### config.mk
export PLATFORM = sky130hd
export DESIGN_NAME = execute_stack_push_seq
export DESIGN_NICKNAME = d
export VERILOG_FILES = /design/src/rtl/execute_stack_push_seq_pkg.sv /design/src/rtl/execute_stack_push_seq_step.sv /design/src/rtl/execute_stack_push_seq.sv
export SDC_FILE = /design/constraint.sdc
export NUM_CORES = 1
export LEC_CHECK = 0
export ABC_CLOCK_PERIOD_IN_PS = 3600
export CAP_MARGIN = 20
export CORE_ASPECT_RATIO = 0.5
export CORE_MARGIN = 2
export CORE_UTILIZATION = 43
export DETAILED_ROUTE_END_ITERATION = 12
export PLACE_DENSITY = 0.77
export SYNTH_ARGS = -nofsm -noshare
export SYNTH_HDL_FRONTEND = slang
export SYNTH_HIERARCHICAL = 1
export SYNTH_SLANG_ARGS = --single-unit
### constraint.sdc
create_clock -name clk -period 3.6 [get_ports clk]
set_input_delay 0.72 -clock clk [delete_from_list [all_inputs] [get_ports clk]]
set_output_delay 0.72 -clock clk [all_outputs]
set_load 0.03 [all_outputs]
### src/rtl/execute_stack_push_seq_pkg.sv
// Shared types and constants for the execute-stage multi-word stack push sequencer.
package execute_stack_push_seq_pkg;

  localparam int unsigned ADDR_W    = 32;
  localparam int unsigned DATA_W    = 32;
  localparam int unsigned CNT_W     = 4;
  localparam int unsigned IDX_W     = 3;
  localparam int unsigned MAX_WORDS = 8;

  localparam logic [ADDR_W-1:0] WORD_BYTES_16 = ADDR_W'(2);
  localparam logic [ADDR_W-1:0] WORD_BYTES_32 = ADDR_W'(4);

  typedef enum logic [1:0] {
    ST_IDLE = 2'd0,
    ST_PUSH = 2'd1,
    ST_DONE = 2'd2
  } seq_state_e;

  // Request parameters captured when a sequence starts
  typedef struct packed {
    logic [CNT_W-1:0]  count;
    logic              size_32;
    logic              ss_big;
    logic [ADDR_W-1:0] esp;
  } seq_req_t;

  function automatic logic [CNT_W-1:0] clamp_count(input logic [CNT_W-1:0] c);
    return (c > CNT_W'(MAX_WORDS)) ? CNT_W'(MAX_WORDS) : c;
  endfunction

endpackage

### src/rtl/execute_stack_push_seq_step.sv
// Combinational stack pointer decrement by one push word, honouring 16-bit stack wrap.
module stack_offset_step
  import execute_stack_push_seq_pkg::*;
(
  input  logic [ADDR_W-1:0] x,
  input  logic              size_32,
  input  logic              ss_big,
  output logic [ADDR_W-1:0] next_c
);

  logic [ADDR_W-1:0] dec;

  assign dec    = x - (size_32 ? WORD_BYTES_32 : WORD_BYTES_16);
  assign next_c = ss_big ? dec : {16'd0, dec[15:0]};

endmodule

### src/rtl/execute_stack_push_seq.sv
// Issues one stack write per handshake for PUSHA / INT / far CALL frames and returns final ESP.
module execute_stack_push_seq
  import execute_stack_push_seq_pkg::*;
(
  input  logic              clk,
  input  logic              rst_n,
  input  logic              seq_start,
  input  logic [CNT_W-1:0]  seq_count,
  input  logic              seq_size_32,
  input  logic              ss_big,
  input  logic [ADDR_W-1:0] esp,
  input  logic              seq_abort,
  output logic              seq_busy,
  output logic [IDX_W-1:0]  seq_index,
  input  logic [DATA_W-1:0] seq_data,
  output logic              wr_req,
  input  logic              wr_ack,
  output logic [ADDR_W-1:0] wr_offset,
  output logic [DATA_W-1:0] wr_data,
  output logic              wr_size_32,
  output logic              seq_done,
  output logic [ADDR_W-1:0] seq_final_esp
);

  seq_state_e        state_q, state_n;
  seq_req_t          req_q, req_n;
  logic [ADDR_W-1:0] offset_q, offset_n;
  logic [ADDR_W-1:0] final_q, final_n;
  logic [CNT_W-1:0]  idx_q, idx_n;
  logic              busy_q, busy_n;
  logic              req_out_q, req_out_n;
  logic              done_q, done_n;

  logic [ADDR_W-1:0] step_x;
  logic              step_size_32;
  logic              step_ss_big;
  logic [ADDR_W-1:0] step_next;
  logic [CNT_W-1:0]  count_clamped;

  // In IDLE the step unit pre-decrements the incoming ESP; otherwise it walks the offset register
  assign step_x       = (state_q == ST_IDLE) ? esp         : offset_q;
  assign step_size_32 = (state_q == ST_IDLE) ? seq_size_32 : req_q.size_32;
  assign step_ss_big  = (state_q == ST_IDLE) ? ss_big      : req_q.ss_big;

  stack_offset_step u_step (
    .x       (step_x),
    .size_32 (step_size_32),
    .ss_big  (step_ss_big),
    .next_c  (step_next)
  );

  assign count_clamped = clamp_count(seq_count);

  always_comb begin
    state_n  = state_q;
    req_n    = req_q;
    offset_n = offset_q;
    final_n  = final_q;
    idx_n    = idx_q;

    if (seq_abort) begin
      state_n = ST_IDLE;
      idx_n   = '0;
    end else begin
      case (state_q)
        ST_IDLE: begin
          idx_n = '0;
          if (seq_start) begin
            req_n.count   = count_clamped;
            req_n.size_32 = seq_size_32;
            req_n.ss_big  = ss_big;
            req_n.esp     = esp;
            offset_n      = step_next;
            if (count_clamped == '0) begin
              state_n = ST_DONE;
              final_n = esp;
            end else begin
              state_n = ST_PUSH;
            end
          end
        end
        ST_PUSH: begin
          if (wr_ack) begin
            idx_n = idx_q + CNT_W'(1);
            if (idx_n == req_q.count) begin
              state_n = ST_DONE;
              // A 16-bit stack only updates SP; the upper half of ESP is preserved
              final_n = req_q.ss_big ? offset_q
                                     : ((req_q.esp & 32'hFFFF_0000) | (offset_q & 32'h0000_FFFF));
            end else begin
              offset_n = step_next;
            end
          end
        end
        ST_DONE: begin
          state_n = ST_IDLE;
          idx_n   = '0;
        end
        default: begin
          state_n = ST_IDLE;
          idx_n   = '0;
        end
      endcase
    end

    busy_n    = (state_n != ST_IDLE);
    req_out_n = (state_n == ST_PUSH);
    done_n    = (state_n == ST_DONE);
  end

  always_ff @(posedge clk or negedge rst_n) begin
    if (!rst_n) begin
      state_q   <= ST_IDLE;
      req_q     <= '0;
      offset_q  <= '0;
      final_q   <= '0;
      idx_q     <= '0;
      busy_q    <= 1'b0;
      req_out_q <= 1'b0;
      done_q    <= 1'b0;
    end else begin
      state_q   <= state_n;
      req_q     <= req_n;
      offset_q  <= offset_n;
      final_q   <= final_n;
      idx_q     <= idx_n;
      busy_q    <= busy_n;
      req_out_q <= req_out_n;
      done_q    <= done_n;
    end
  end

  assign seq_busy      = busy_q;
  assign seq_index     = idx_q[IDX_W-1:0];
  assign wr_req        = req_out_q;
  assign wr_offset     = offset_q;
  assign wr_size_32    = req_q.size_32;
  assign seq_done      = done_q;
  assign seq_final_esp = final_q;

  // Data passes straight through from the requester, zero-extended for 16-bit words
  assign wr_data = !req_out_q    ? '0
                 : req_q.size_32 ? seq_data
                                 : {16'd0, seq_data[15:0]};

endmodule
**Word level (Yosys, flattened, before mapping)**

Cells that the tools add are included.

- Register bits: 111
- Bits in latches: 0
- RAM bits: 0
- ROM bits: 0
- Input bits: 75
- Output and inout port bits: 103
- Memories kept: 0

- Add/sub/neg operators: 2
- $mul: 0
- Divide/modulo/power cells: 0
- Magnitude comparators: 1
- Equality and inequality tests: 10
- Shift operators: 0
- Muxes and demuxes: 27
- Bitwise logic cells: 2
- Reduce and logical (&&, ||, !) cells: 7

Operators with widths:

| kind | count |
|---|---|
| 2-to-1 mux 32 bit | 12 |
| one-hot mux 32 bit (2 select lines) | 2 |
| OR 32 x 16 -> 32 bit | 1 |
| subtractor 32 bit | 1 |
| 2-to-1 mux 4 bit | 4 |
| 2-to-1 mux 2 bit | 5 |
| != test 2 bit, second input constant | 4 |
| AND reduction 6 bit | 1 |
| AND reduction 5 bit | 1 |
| adder 4 x 1 -> 4 bit, second input constant | 1 |
| == test 2 x 1 -> 1 bit, second input constant | 2 |
| == test 4 bit | 1 |
| greater-than comparator 4 bit, second input constant | 1 |
| zero test 4 bit | 1 |
| one-hot mux 2 bit (2 select lines) | 1 |
| nonzero test 2 bit | 2 |
| 2-to-1 mux 3 bit | 1 |
| != test 3 bit, second input constant | 1 |
| AND reduction 3 bit | 1 |
| == test 2 bit, second input constant | 1 |
| zero test 2 bit | 1 |
| 2-to-1 mux 1 bit | 2 |
| != test 2 x 1 -> 1 bit, second input constant | 1 |
| inverter 1 bit | 1 |

**Longest topological paths before layout**

- Word-level depth: 8
- Depth in mapped cells: 12
- Depth with buffers taken out: 9

**Modules after synthesis**

The synthesis kept the hierarchy.

Modules (own cells, without submodules):

| module | instances | cells an instance | area an instance (um2) | seq. area each (um2) |
|---|---|---|---|---|
| execute_stack_push_seq | 1 | 423 | 4973.5 | 2377.3 |
| stack_offset_step | 1 | 127 | 844.6 | 0.0 |

**Worst setup path before layout**

OpenSTA, ideal clock, no wires.

- Kind: reg-to-reg
- From: register state_q[0]
- To: register offset_q[22], in the netlist wr_offset[22]
- Setup time: 0.125 ns
- Arrival time: 3.284 ns
- Data required time: 3.475 ns
- Path slack: 0.192 ns
- Cell stages (with the launch flop): 11
- Buffers on the path: 3
- Cells stage by stage: dfrtp_1 -> buf_2 -> nor2_1 -> clkbuf_1 -> mux2_2 -> or3_1 -> or4_1 -> buf_2 -> nor4b_2 -> mux2i_1 -> mux2_2

RTL lines:

| what | RTL line | text |
|---|---|---|
| start, declared | execute_stack_push_seq.sv:25 | `seq_state_e state_q, state_n;` |
| start signal, assigned | execute_stack_push_seq.sv:122 | `state_q <= state_n;` |
| zero test 2 bit * | execute_stack_push_seq.sv:41 | `assign step_x = (state_q == ST_IDLE) ? esp : offset_q;` |
| 2-to-1 mux 32 bit * | execute_stack_push_seq.sv:41 |  |
| via step_x[5] | execute_stack_push_seq.sv:34 | `logic [ADDR_W-1:0] step_x;` |
| subtractor 32 bit * | execute_stack_push_seq_step.sv:13 | `assign dec = x - (size_32 ? WORD_BYTES_32 : WORD_BYTES_16);` |
| 2-to-1 mux 32 bit * | execute_stack_push_seq_step.sv:14 | `assign next_c = ss_big ? dec : {16'd0, dec[15:0]};` |
| via step_next[22] | execute_stack_push_seq.sv:37 | `logic [ADDR_W-1:0] step_next;` |
| 2-to-1 mux 32 bit | execute_stack_push_seq.sv:85 | `if (idx_n == req_q.count) begin` |
| 2-to-1 mux 32 bit | execute_stack_push_seq.sv:83 | `if (wr_ack) begin` |
| one-hot mux 32 bit (2 select lines) * | execute_stack_push_seq.sv:65 | `case (state_q)` |
| end signal, assigned | execute_stack_push_seq.sv:124 | `offset_q <= offset_n;` |
| end, declared | execute_stack_push_seq.sv:27 | `logic [ADDR_W-1:0] offset_q, offset_n;` |

The timed path passes the listed nets; every way through them passes the cells marked *. The select of a mux whose other input is x is not followed.
A chain may end at the register's enable or synchronous reset.

**Worst setup path after layout**

- From: register state_q[0]
- To: register offset_q[28], in the netlist wr_offset[28]

The elaborated chain is that of the path after synthesis.

==> flow_metrics.env <==
export IMPL_dpl_cell_area_um2=7750
export IMPL_grt_max_degree=51
export IMPL_clk_path_buf_depth=2
export IMPL_critPathRequiredTime_ns=3.83
export IMPL_htreeDepth=3
export IMPL_row_count=29
export IMPL_critPathArrivalTime_ns=3.50
export IMPL_yosys_warnings=6
export IMPL_timing_fmax_mhz=305
export IMPL_hold_class="in2async"
export IMPL_ys_types=42
export IMPL_die_h_um=86.3
export IMPL_io_buffer_count=177
export IMPL_clk_pin_slew_ns=0.07
export IMPL_start_util=0.450
export IMPL_numCtsBuffers=9
export IMPL_antenna_left=0
export IMPL_final_setup_viol_count=0
export IMPL_cts_root_buf="clkbuf_16"
export IMPL_final_nets=794
export IMPL_drive_gt1_frac=0.206
export IMPL_track_usage=0.214
export IMPL_die_w_um=169
export IMPL_synth_cells=550
export IMPL_max_stage_delay_ns=0.59
export IMPL_wl_per_cell_um=17.3
export IMPL_grt_overflow_total=0
export IMPL_skew_ns=0.00700
export IMPL_finalWorstSetupSlack_ns=0.322
export IMPL_pre_cts_slack_ns=0.157
export IMPL_dpl_hpwl_mm=11.1
export IMPL_worst_path_most_repeated_cell="mux2_2"
export IMPL_antenna_found_initial=0
export IMPL_dp_cells=874
export IMPL_drt_wl_total_mm=15.4
export IMPL_slew_headroom=0.363
export IMPL_startpoint_type="flip-flop"
export IMPL_worst_setup_path_type="reg2reg"
export IMPL_crit_slowest_cell="or4_4"
export IMPL_r2r_end="wr_offset[28]$_DFFE_PN0P_"
export IMPL_outcome="finished clean"
export IMPL_vias=4756
export IMPL_final_min_clock_period_ns=3.28
export IMPL_worst_slew_pin_slew_ns=0.956
export IMPL_period_share=0.910
export IMPL_synth_seq_cells=95
export IMPL_cts_tree="done"
export IMPL_layout_cells_most_common="clkdlybuf4s50_1"
export IMPL_maxCapViolCount=0
export IMPL_grt_pass1_vias=4781
export IMPL_final_area_um2=8060
export IMPL_grt_pass1_wl_mm=24.9
export IMPL_synth_area_per_cell_um2=10.6
export IMPL_drc=0
export IMPL_power_density_nw_per_um2=618
export IMPL_path_cells="nor2_4 > buf_12 > mux2_2 > or4_4 > or4b_4 > nor4_1 > mux2i_1 > mux2_2"
export IMPL_post_cts_setup_buffers=0
export IMPL_core_area_um2=12900
export IMPL_place_gp_congestion=0.789
export IMPL_fin_cells=890
export IMPL_mostFrequentLayoutCells="clkdlybuf4s50_1, dfrtp_1, nand2_1"
export IMPL_peakVddDrop_mv=0.313
export IMPL_yosysSeqAreaShare=0.409
export IMPL_slew_viol_final=0
export IMPL_finalSetupTns_ns=0
export IMPL_rsz0062_at_grt="false"
export IMPL_worstSetupEndpointType="flip-flop"
export IMPL_syn_to_final_growth_pct=38.5
export IMPL_diodes=0
export IMPL_worstPathMaxFanout=34
export IMPL_syn_area_um2=5820
export IMPL_dieArea_um2=14500
export IMPL_ioPinCount=178
export IMPL_power_mw=4.98
export IMPL_worstReg2RegStart="state_q[0]$_DFF_PN0_"
export IMPL_drt_first_pass_iters=5
export IMPL_hold_violations=0
export IMPL_r2r_cells=8
export IMPL_insertion_delay_ns=0.34
export IMPL_drt_first_iter_violations=254
export IMPL_cts_num_sinks=95
export IMPL_postCtsHoldBufs=0
export IMPL_viasPerCell=5.34
export IMPL_cts_resized=0
export IMPL_r2r_slack_ns=0.32
export IMPL_synth_nets=629
export IMPL_leakagePower_nw=3.54
-- sequential cells by signal, summed over array words and instances, names as in the netlist --
signal,count
idx_q,4
req_q,21
seq_busy,1
seq_done,1
seq_final_esp,32
state_q,2
wr_offset,32
wr_req,1
wr_size_32,1
-- area by class of cell --
cell class              instances  area, um2
clock buffers                  13        270
flip-flops and latches         95       2380
clock inverters                 3       40.0
well taps                     170        213
inverters                      11       41.3
fillers                      1052       4860
repair buffers                191       1900
multi-input cells             407       3220
-- through the flow --
stage | utilization | hold WS, ns
3_3_place_gp | 0.600 | 0.467
4_1_cts | 0.624 | 0.441
2_1_floorplan | - | 0.424
5_1_grt | 0.624 | 0.464
6_report | 0.624 | 0.425
3_5_place_dp | 0.600 | 0.474
-- worst max-delay path: cells and delay by family (launching register included) --
kind / cells / cell delay, ns
multiplexers: 3 / 0.79
flip-flops: 1 / 0.50
buffers and inverters: 1 / 0.22
AND/OR/NAND/NOR: 4 / 1.62
-- synth_stat cells (all sizes together) --
cell / instances / share of area
inv: 11 / 0.0071
mux2: 117 / 0.24
o211a: 1 / 0.0017
or3: 9 / 0.0097
or4b: 2 / 0.0041
and3: 16 / 0.017
dfrtp: 95 / 0.41
nand4b: 2 / 0.0030
nand4: 2 / 0.0022
nor2b: 2 / 0.0022
nor3: 6 / 0.0060
o31a: 1 / 0.0015
nand2: 83 / 0.054
nand3b: 3 / 0.0039
a21oi: 9 / 0.0077
and2: 16 / 0.017
fa: 1 / 0.0034
nand2b: 11 / 0.012
ha: 3 / 0.0065
nor2: 16 / 0.011
o21ai: 21 / 0.018
xnor2: 9 / 0.014
or4: 12 / 0.017
nand3: 5 / 0.0043
mux2i: 25 / 0.043
o21a: 1 / 0.0013
nor4: 14 / 0.016
xor2: 12 / 0.018
buf: 20 / 0.023
nor4b: 1 / 0.0026
clkbuf: 17 / 0.011
o31ai: 7 / 0.0090
-- power breakdown --
group / internal, mW / switching, mW / leakage [nW]
logic: 1.12 / 1.21 / 2.19
registers: 1.39 / 0.262 / 1.20
clock network: 0.594 / 0.396 / 0.156
total: 3.11 / 1.87 / 3.54
-- cells by family (layout without fill, tap and decap cells) --
family,Yosys count,count (layout),share of synthesized area
fa+ha+maj,4,4,0.00989
mux,142,142,0.288
compound gates,40,40,0.0394
xor+xnor,21,21,0.0316
flops,95,95,0.409
simple gates,200,200,0.182
buf+inv,48,218,0.0411
-- worst max path at each step --
stage | startpoint | endpoint | slack, ns | cells past startpoint
4_1_cts | state_q[0]$_DFF_PN0_ | wr_offset[28]$_DFFE_PN0P_ | 0.34 | 8
6_report | state_q[0]$_DFF_PN0_ | wr_offset[28]$_DFFE_PN0P_ | 0.32 | 8
2_1_floorplan | state_q[0]$_DFF_PN0_ | wr_offset[22]$_DFFE_PN0P_ | 0.19 | 10
3_5_place_dp | esp[22] | wr_offset[28]$_DFFE_PN0P_ | 0.16 | 7
3_3_place_gp | esp[22] | wr_offset[30]$_DFFE_PN0P_ | 0.17 | 7
5_1_grt | state_q[0]$_DFF_PN0_ | wr_offset[25]$_DFFE_PN0P_ | 0.15 | 10
-- per-layer routing --
layer | up-vias | routed length (um) | GRT usage
met5 | - | 0 | 0
met4 | 0 | 172 | 0.0533
met3 | 13 | 726 | 0.0388
met2 | 130 | 7550 | 0.378
met1 | 2353 | 6910 | 0.278
li1 | 2260 | - | -
Note: power is estimated with default switching activity, not from simulation.
